### src/rtl/branch_resolve_unit.sv
// Branch resolve unit: holds the IF-stage BTB prediction for one branch and checks it against the ID outcome.
// Optional hit/mispredict statistics counters are enabled with `define BRANCH_STAT_EN.
module branch_resolve_unit #(
   parameter int DATA_WIDTH   = 32,
   parameter int PREDICT_SIZE = 2,
   parameter int FLUSH_CYCLES = 1
) (
   input  logic                    clk,
   input  logic                    rst,
   input  logic                    en,
   input  logic                    IF_branch,
   input  logic                    IF_hit,
   input  logic [PREDICT_SIZE-1:0] IF_taken,
   input  logic [DATA_WIDTH-1:0]   IF_pc,
   input  logic [DATA_WIDTH-1:0]   IF_target,
   input  logic                    ID_resolved,
   input  logic                    ID_taken,
   input  logic [DATA_WIDTH-1:0]   ID_target,
   output logic                    ID_branch,
   output logic [DATA_WIDTH-1:0]   ID_branch_pc,
   output logic                    misprediction,
   output logic                    redirect_valid,
   output logic [DATA_WIDTH-1:0]   redirect_pc,
   output logic                    flush
`ifdef BRANCH_STAT_EN
   ,
   output logic [31:0]             stat_branches,
   output logic [31:0]             stat_mispredicts
`endif
);

   typedef enum logic [1:0] {
      S_IDLE,
      S_ARMED,
      S_FLUSH
   } state_t;

   localparam logic [3:0] FLUSH_LOAD = 4'(FLUSH_CYCLES);
   localparam logic [PREDICT_SIZE-1:0] TAKEN_MIN = {1'b1, {(PREDICT_SIZE-1){1'b0}}};

   state_t                  state, next_state;
   logic [3:0]              flush_cnt, next_flush_cnt;
   logic                    rec_valid;
   logic [DATA_WIDTH-1:0]   rec_pc;
   logic                    rec_pred_taken;
   logic [DATA_WIDTH-1:0]   rec_target;
   logic                    capture;
   logic                    if_pred_taken;
   logic [DATA_WIDTH-1:0]   fall_through;

   // A BTB miss is treated as weakly taken.
   assign if_pred_taken = ~IF_hit | (IF_taken >= TAKEN_MIN);
   assign fall_through  = rec_pc + DATA_WIDTH'(4);

   assign ID_branch     = rec_valid & ID_resolved;
   assign ID_branch_pc  = rec_pc;
   assign misprediction = ID_branch &
                          ((rec_pred_taken != ID_taken) | (ID_taken & (rec_target != ID_target)));
   assign capture       = en & IF_branch & (state != S_FLUSH) & ~misprediction;
   assign flush         = (state == S_FLUSH);

   always_comb begin
      next_state     = state;
      next_flush_cnt = flush_cnt;
      case (state)
         S_IDLE: begin
            if (capture)
               next_state = S_ARMED;
         end
         S_ARMED: begin
            if (en) begin
               if (misprediction) begin
                  next_state     = S_FLUSH;
                  next_flush_cnt = FLUSH_LOAD;
               end else if (ID_branch && !capture) begin
                  next_state = S_IDLE;
               end
            end
         end
         S_FLUSH: begin
            if (en) begin
               if (flush_cnt <= 4'd1) begin
                  next_state     = S_IDLE;
                  next_flush_cnt = 4'd0;
               end else begin
                  next_flush_cnt = flush_cnt - 4'd1;
               end
            end
         end
         default: next_state = S_IDLE;
      endcase
   end

   always_ff @(posedge clk or negedge rst) begin
      if (!rst) begin
         state     <= S_IDLE;
         flush_cnt <= 4'd0;
      end else begin
         state     <= next_state;
         flush_cnt <= next_flush_cnt;
      end
   end

   // A resolve on the same edge uses the old record before the new one loads.
   always_ff @(posedge clk or negedge rst) begin
      if (!rst) begin
         rec_valid      <= 1'b0;
         rec_pc         <= '0;
         rec_pred_taken <= 1'b0;
         rec_target     <= '0;
      end else if (en) begin
         if (capture) begin
            rec_valid      <= 1'b1;
            rec_pc         <= IF_pc;
            rec_pred_taken <= if_pred_taken;
            rec_target     <= IF_target;
         end else if (ID_branch) begin
            rec_valid <= 1'b0;
         end
      end
   end

   // redirect_valid is a single-cycle pulse even if the pipeline stalls right after.
   always_ff @(posedge clk or negedge rst) begin
      if (!rst) begin
         redirect_valid <= 1'b0;
         redirect_pc    <= '0;
      end else begin
         redirect_valid <= en & misprediction;
         if (en && misprediction)
            redirect_pc <= ID_taken ? ID_target : fall_through;
      end
   end

`ifdef BRANCH_STAT_EN
   always_ff @(posedge clk or negedge rst) begin
      if (!rst) begin
         stat_branches    <= '0;
         stat_mispredicts <= '0;
      end else if (en && ID_branch) begin
         if (stat_branches != 32'hFFFF_FFFF)
            stat_branches <= stat_branches + 32'd1;
         if (misprediction && (stat_mispredicts != 32'hFFFF_FFFF))
            stat_mispredicts <= stat_mispredicts + 32'd1;
      end
   end
`endif

endmodule

### config.mk
export PLATFORM = sky130hd
export DESIGN_NAME = branch_resolve_unit
export DESIGN_NICKNAME = d
export VERILOG_FILES = /design/src/rtl/branch_resolve_unit.sv
export SDC_FILE = /design/constraint.sdc
export NUM_CORES = 1
export LEC_CHECK = 0
export ABC_CLOCK_PERIOD_IN_PS = 2920
export CORE_ASPECT_RATIO = 1.25
export CORE_MARGIN = 2
export CORE_UTILIZATION = 45
export DETAILED_ROUTE_END_ITERATION = 16
export PLACE_DENSITY_LB_ADDON = 0.3
export SLEW_MARGIN = 20
export SYNTH_ARGS = -nofsm -noshare
export SYNTH_HDL_FRONTEND = slang
export SYNTH_SLANG_ARGS = --single-unit
export TNS_END_PERCENT = 100
### constraint.sdc
create_clock -name clk -period 2.92 [get_ports clk]
set_input_delay 0.584 -clock clk [delete_from_list [all_inputs] [get_ports clk]]
set_output_delay 0.584 -clock clk [all_outputs]
set_load 0.005 [all_outputs]
; Yosys cells after proc, flatten, opt, wreduce, memory -nomap -nowiden
; Cells that the tools add are included.
; W data, S select, Z words.
[totals]
inputBits = 105
output_inout_bits = 68
ff_bits = 105
[classes]
reduce_logical = 10
mux = 15
eq_ne = 11
magnitude_cmp = 2
bitwise_logic = 11
add_sub_neg = 2
[ops]
columns = cell, count
row1 = $add A32 B3 Y32 const B, 1
row2 = $mux W32, 1
row3 = $ne A32 B32 Y1, 1
row4 = $mux W4, 4
row5 = $mux W2, 6
row6 = $ne A2 B2 Y1 const B, 5
row7 = $pmux W4 S2, 1
row8 = $and A1 B1 Y1, 7
row9 = $pmux W2 S3, 1
row10 = $reduce_and A5 Y1, 1
row11 = $le A4 B1 Y1 const B, 1
row12 = $reduce_and A2 Y1, 2
row13 = $reduce_and A4 Y1, 1
row14 = $reduce_bool A2 Y1, 2
row15 = $sub A4 B1 Y4 const B, 1
row16 = $ne A3 B3 Y1 const B, 1
row17 = $eq A2 B1 Y1 const B, 1
row18 = $eq A2 B2 Y1 const B, 1
row19 = $ge A2 B2 Y1 const B, 1
row20 = $logic_and A1 B1 Y1, 2
row21 = $logic_not A2 Y1, 1
row22 = $mux W1, 2
row23 = $ne A2 B1 Y1 const B, 1
row24 = $not A1 Y1, 2
row25 = 3 further kinds, 4

; Longest topological paths before layout
[depth]
ltp_word = 12
mapped_depth = 8
mapped_depth_nobuf = 8

; Worst setup path before layout
; Ideal clock, no wire load.
[synth_timing]
path_type = in2reg
start = input port ID_target[8]
end = register rec_pc[0], in the netlist ID_branch_pc[0]
cell_stages = 8
arrival_time_ns = 2.269
setup_time_ns = 0.125
setup_slack_ns = 0.525
cell_sequence = inv_1 > a222oi_1 > nand4b_1 > nor4_4 > o21ai_2 > buf_4 > buf_6 > mux2_4
[synth_via]
elab_chain_len = 7
[synth_lines]
columns = element, line_no
row1 = start: declaration, 18  ; input logic [DATA_WIDTH-1:0] ID_target,
row2 = $ne A32 B32 Y1, 58  ; ((rec_pred_taken != ID_taken) | (ID_taken & (rec_target != ID_target)));
row3 = $and A1 B1 Y1, 58
row4 = $or A1 B1 Y1, 58
row5 = $and A1 B1 Y1, 57  ; assign misprediction = ID_branch &
row6 = $not A1 Y1, 59  ; assign capture = en & IF_branch & (state != S_FLUSH) & ~misprediction;
row7 = $and A1 B1 Y1, 59
row8 = $reduce_and A2 Y1 (no source line), --
row9 = end signal: assignment, 114  ; rec_pc <= IF_pc;
row10 = end: declaration, 44  ; logic [DATA_WIDTH-1:0] rec_pc;
; Every way passes these cells.
; A chain may end at the register's enable or synchronous reset.

; Worst setup path in the final report
[layout_timing]
start = input port ID_target[21]
end = register state[0]
[layout_via]
elab_chain_len = 10
elab_cells_between_ends = 14
cone_classes = 3 x eq/ne / 3 x mux / 5 x bitwise / 3 x reduce/logical
[layout_lines]
columns = element, line_no
row1 = $ne A32 B32 Y1 *, 58
row2 = $and A1 B1 Y1 *, 58
row3 = $or A1 B1 Y1 *, 58
row4 = $and A1 B1 Y1 *, 57
row5 = $not A1 Y1, 59
row6 = $and A1 B1 Y1, 59
row7 = $logic_not A1 Y1, 75  ; end else if (ID_branch && !capture) begin
row8 = $logic_and A1 B1 Y1, 75
row9 = $ne A3 B3 Y1 (no source line), --
row10 = $reduce_and A5 Y1 (no source line), --
row11 = end signal: assignment, 99  ; state <= next_state;
row12 = end: declaration, 41  ; state_t state, next_state;
; Every way passes the cells marked *; elsewhere a longest branch is shown, timed or not. The select of a mux whose other input is x is not followed.

==> run metrics <==
data required time of the worst path about 3.2 ns; Diodes inserted 0; number of standard cells after synthesis between 400 and 500; HPWL after detailed placement roughly 11000 um; cell mode on critical path sky130_fd_sc_hd__buf_4; area share of the leading cell type in the synthesized netlist 0.4799; fraction of final layout cells sized beyond drive strength 1 0.2644; startpoint kind of the worst setup timing path input pin; library cell occupying the most area in the post-synthesis netlist sky130_fd_sc_hd__dfrtp_1; relative area change from synthesis to final layout 47.17%; iteration-0 DRC count of the detailed router 172; peak per-stage delay on the critical path 0.37 ns; main combinational cell family by area after synthesis multiplexers; switching power around 1.7 mW; Yosys reg bits between 100 and 150; Routed wire per std cell roughly 18 um; TritonCTS Buffers 9; hold violation count in the final report 0; Post-DRT Antenna Nets 0; post-CTS clock slew at the launch and capture registers of the worst setup and hold paths about 0.070 ns; width of the chip just over 100 um; cell area after placement 0.007545 mm2; transition time at the pin with the least slew margin 0.8952 ns; final estimated routing congestion in global placement 0.8490; class of the tightest hold or removal check input pin to asynchronous set/reset pin; final standard cell utilization of the core 0.6719; number of cells in the design after placement 800; total length of routed wires 14880 um; count of port buffers added during placement ~170; switching part of the total 0.2878; Starting Density 0.4565; share of flip-flops with an asynchronous set or reset 1.000; Synth top cells by count sky130_fd_sc_hd__dfrtp_1, sky130_fd_sc_hd__mux2_2, sky130_fd_sc_hd__xor2_1; number of hold buffers added after cts 0; result of the run completed; Congestion Overflow GR 0; R2R depth 14; number of fill cells in the layout roughly 930; Clock Sink Count roughly 110; largest fanout of any net on the critical path 3; Boundary Pins 173; type of the worst setup path input pin to register; Min Clock Period, post-route about 2.8 ns; fraction of the cycle the final worst path needs 0.9646; most area-consuming cells after synthesis sky130_fd_sc_hd__dfrtp_1, sky130_fd_sc_hd__mux2_2, sky130_fd_sc_hd__mux2_4, sky130_fd_sc_hd__xor2_1, sky130_fd_sc_hd__o21ai_0; overall die height 127.3 um; number of synthesized flops with an enable pin 0; share of power burned in the clock network 0.241; number of iterations in the first detailed-routing pass 5; post-detailed-route via-to-cell ratio 5.269; cell with the most instances after synthesis sky130_fd_sc_hd__dfrtp_1; initial antenna violation count 0; fraction of the mapped netlist area in adder cells 0.006856; data arrival time of the critical path between 3 and 4 ns; worst IR drop on VDD around 0.39 mV; depth of the CTS H-tree 3; top flip-flop cell by instance count after synthesis sky130_fd_sc_hd__dfrtp_1; Total Power roughly 5.8 mW; sequential share of power 0.404; vias in the first global route between 4000 and 5000; sequential cell area fraction in the yosys report 0.4799; Final Slew Violations 0; Synth cell types approximately 40; worst reg2reg startpoint rec_target[18]; number of buffers on the longest clock path 2; critical-path cell list dlygate4sd2_1 > xor2_1 > nor4_2 > buf_4 > nand4_1 > nor4_4 > nor2_2 > buf_4 > buf_4 > buf_4 > buf_4 > buf_4 > buf_4 > buf_4 > o31ai_4; Site Rows 45; clock insertion delay at the later pin of the skew report ~0.35 ns; timing startpoint of the critical path ID_target[21]; crit end category register; setup skew after layout approximately 0.0089 ns; Finished Layout Cells around 820; capture point of the worst reg-to-reg path state[0]; Register-to-Register Setup Slack 0.18 ns; clock tree from TritonCTS done; Clock Tree Root sky130_fd_sc_hd__clkbuf_16; nets in the synthesized netlist 564; combined area of all synthesized cells between 0.005 and 0.006 mm2; power per cell area a little over 700 mW/mm2; end point of the critical path state[0]; gr usage total 0.2303; highest attainable clock frequency between 0.3 and 0.4 GHz; final setup violation count 0; DR vias 4331; Synth warnings 0; core region area about 0.012 mm2; Final Instance Area between 0.008 and 0.009 mm2; post-synthesis mux area share 0.2297; wire length of the first global-routing pass 22960 um; mean post-synth cell area between 10 and 15 um2; Static Leakage 3.562 nW; Internal slightly above 4 mW; Comb power frac 0.355; DRC 0; post-synthesis share of cell area spent on xor and xnor gates 0.09118; slowest library cell on the worst path sky130_fd_sc_hd__nor4_2; largest net degree at the start of global routing 58; die footprint ~0.013 mm2; share of the synthesized area in compound gates (AO/OA/AOI/OAI) 0.06787; Max Cap Viol 0; net total in the final layout between 700 and 800; post-synthesis simple-gate area fraction 0.09735; worst slew margin relative to its limit 0.4018
[layout by cell type (no fill, tap or decap), types with 4 or more instances in the layout]
master	Yosys	routed
sky130_fd_sc_hd__o31ai_1	9	8
sky130_fd_sc_hd__nor3_1	4	4
sky130_fd_sc_hd__dlymetal6s2s_1	0	14
sky130_fd_sc_hd__buf_4	1	34
sky130_fd_sc_hd__nand2_1	35	34
sky130_fd_sc_hd__mux2_4	39	39
sky130_fd_sc_hd__inv_1	9	9
sky130_fd_sc_hd__clkdlybuf4s50_1	0	147
sky130_fd_sc_hd__clkbuf_16	0	9
sky130_fd_sc_hd__nand4_1	11	11
sky130_fd_sc_hd__and4_1	5	5
sky130_fd_sc_hd__o21ai_0	31	31
sky130_fd_sc_hd__dfrtp_1	105	105
sky130_fd_sc_hd__a21oi_1	9	9
sky130_fd_sc_hd__nand3_1	12	11
sky130_fd_sc_hd__nor4_2	1	6
sky130_fd_sc_hd__mux2_2	57	57
sky130_fd_sc_hd__and3_1	4	4
sky130_fd_sc_hd__xor2_1	44	41
sky130_fd_sc_hd__dlygate4sd2_1	0	6
sky130_fd_sc_hd__xnor2_1	13	12
sky130_fd_sc_hd__nor2_1	12	10
[area by class of cell]
| class | instances | area, um2 | area share |
|---|---|---|---|
| repair buffers | 207 | 2042 | 0.2534 |
| multi-input cells | 321 | 2804 | 0.3480 |
| clock buffers | 11 | 242.7 | 0.03012 |
| clock inverters | 5 | 102.6 | 0.01273 |
| well taps | 164 | 205.2 | 0.02547 |
| flip-flops and latches | 105 | 2628 | 0.3261 |
| inverters | 9 | 33.78 | 0.004193 |
[critical path, delay by kind of cell]
| kind | cells | cell delay [ns] |
|---|---|---|
| simple gates | 4 | 0.83 |
| compound gates | 1 | 0.20 |
| buf+inv | 9 | 1.30 |
| xor+xnor | 1 | 0.15 |
[cells by family after synthesis]
group | count (synthesis)
flip-flops | 105
multiplexers | 99
buffers and inverters | 30
AND/OR/NAND/NOR | 101
XOR/XNOR | 57
adder cells (fa/ha/maj) | 3
AO/OA/AOI/OAI | 61
[power groups by stage]
stage	clock network, mW	logic, mW	registers [mW]
CTS	1.42	2.04	2.34
detailed placement	0	2.02	2.35
global placement	0	1.97	2.32
global route	1.46	2.23	2.41
floorplan	0	0.929	2.28
finish	1.40	2.06	2.35
[per-stage QoR]
stage | TNS (ns) | setup slack (ns) | hold slack, ns
6_report | 0 | 0.1033 | 0.2869
4_1_cts | 0 | 0.004480 | 0.3188
3_5_place_dp | -28.80 | -0.4286 | 0.4569
5_1_grt | -0.2500 | -0.07922 | 0.3514
3_3_place_gp | -29.23 | -0.4557 | 0.4550
2_1_floorplan | 0 | 0.5255 | 0.2884
[state kept, by name, summed over array words and instances, names as in the netlist]
name / flops
ID_branch_pc: 32
state: 2
rec_target: 32
rec_pred_taken: 1
redirect_valid: 1
rec_valid: 1
redirect_pc: 32
flush_cnt: 4
[routing by layer]
metal,vias up,global-route usage,wire [um],part of all wire
li1,2016,-,-,-
met1,2125,0.2888,6110,0.41
met2,157,0.3960,7696,0.52
met3,33,0.04158,722,0.049
met4,0,0.07922,354,0.024
met5,-,0,0,0
[worst min path at each step]
stage / startpoint / to / slack [ns] / cells past startpoint
5_1_grt: rst / ID_branch_pc[23] / 0.35 / 1
2_1_floorplan: rst / ID_branch_pc[0] / 0.29 / 0
6_report: rst / ID_branch_pc[23] / 0.29 / 1
4_1_cts: rst / ID_branch_pc[23] / 0.32 / 1
3_5_place_dp: rec_valid / rec_valid / 0.46 / 2
3_3_place_gp: rec_valid / rec_valid / 0.45 / 2
[repair_timing]
item,CTS,global route
pin swaps,9,11
endpoints found under the hold margin,0,0
buffers inserted,6,0
resized for setup,14,28
setup endpoints to repair,1,31
Power figures use the tool's default switching activity.
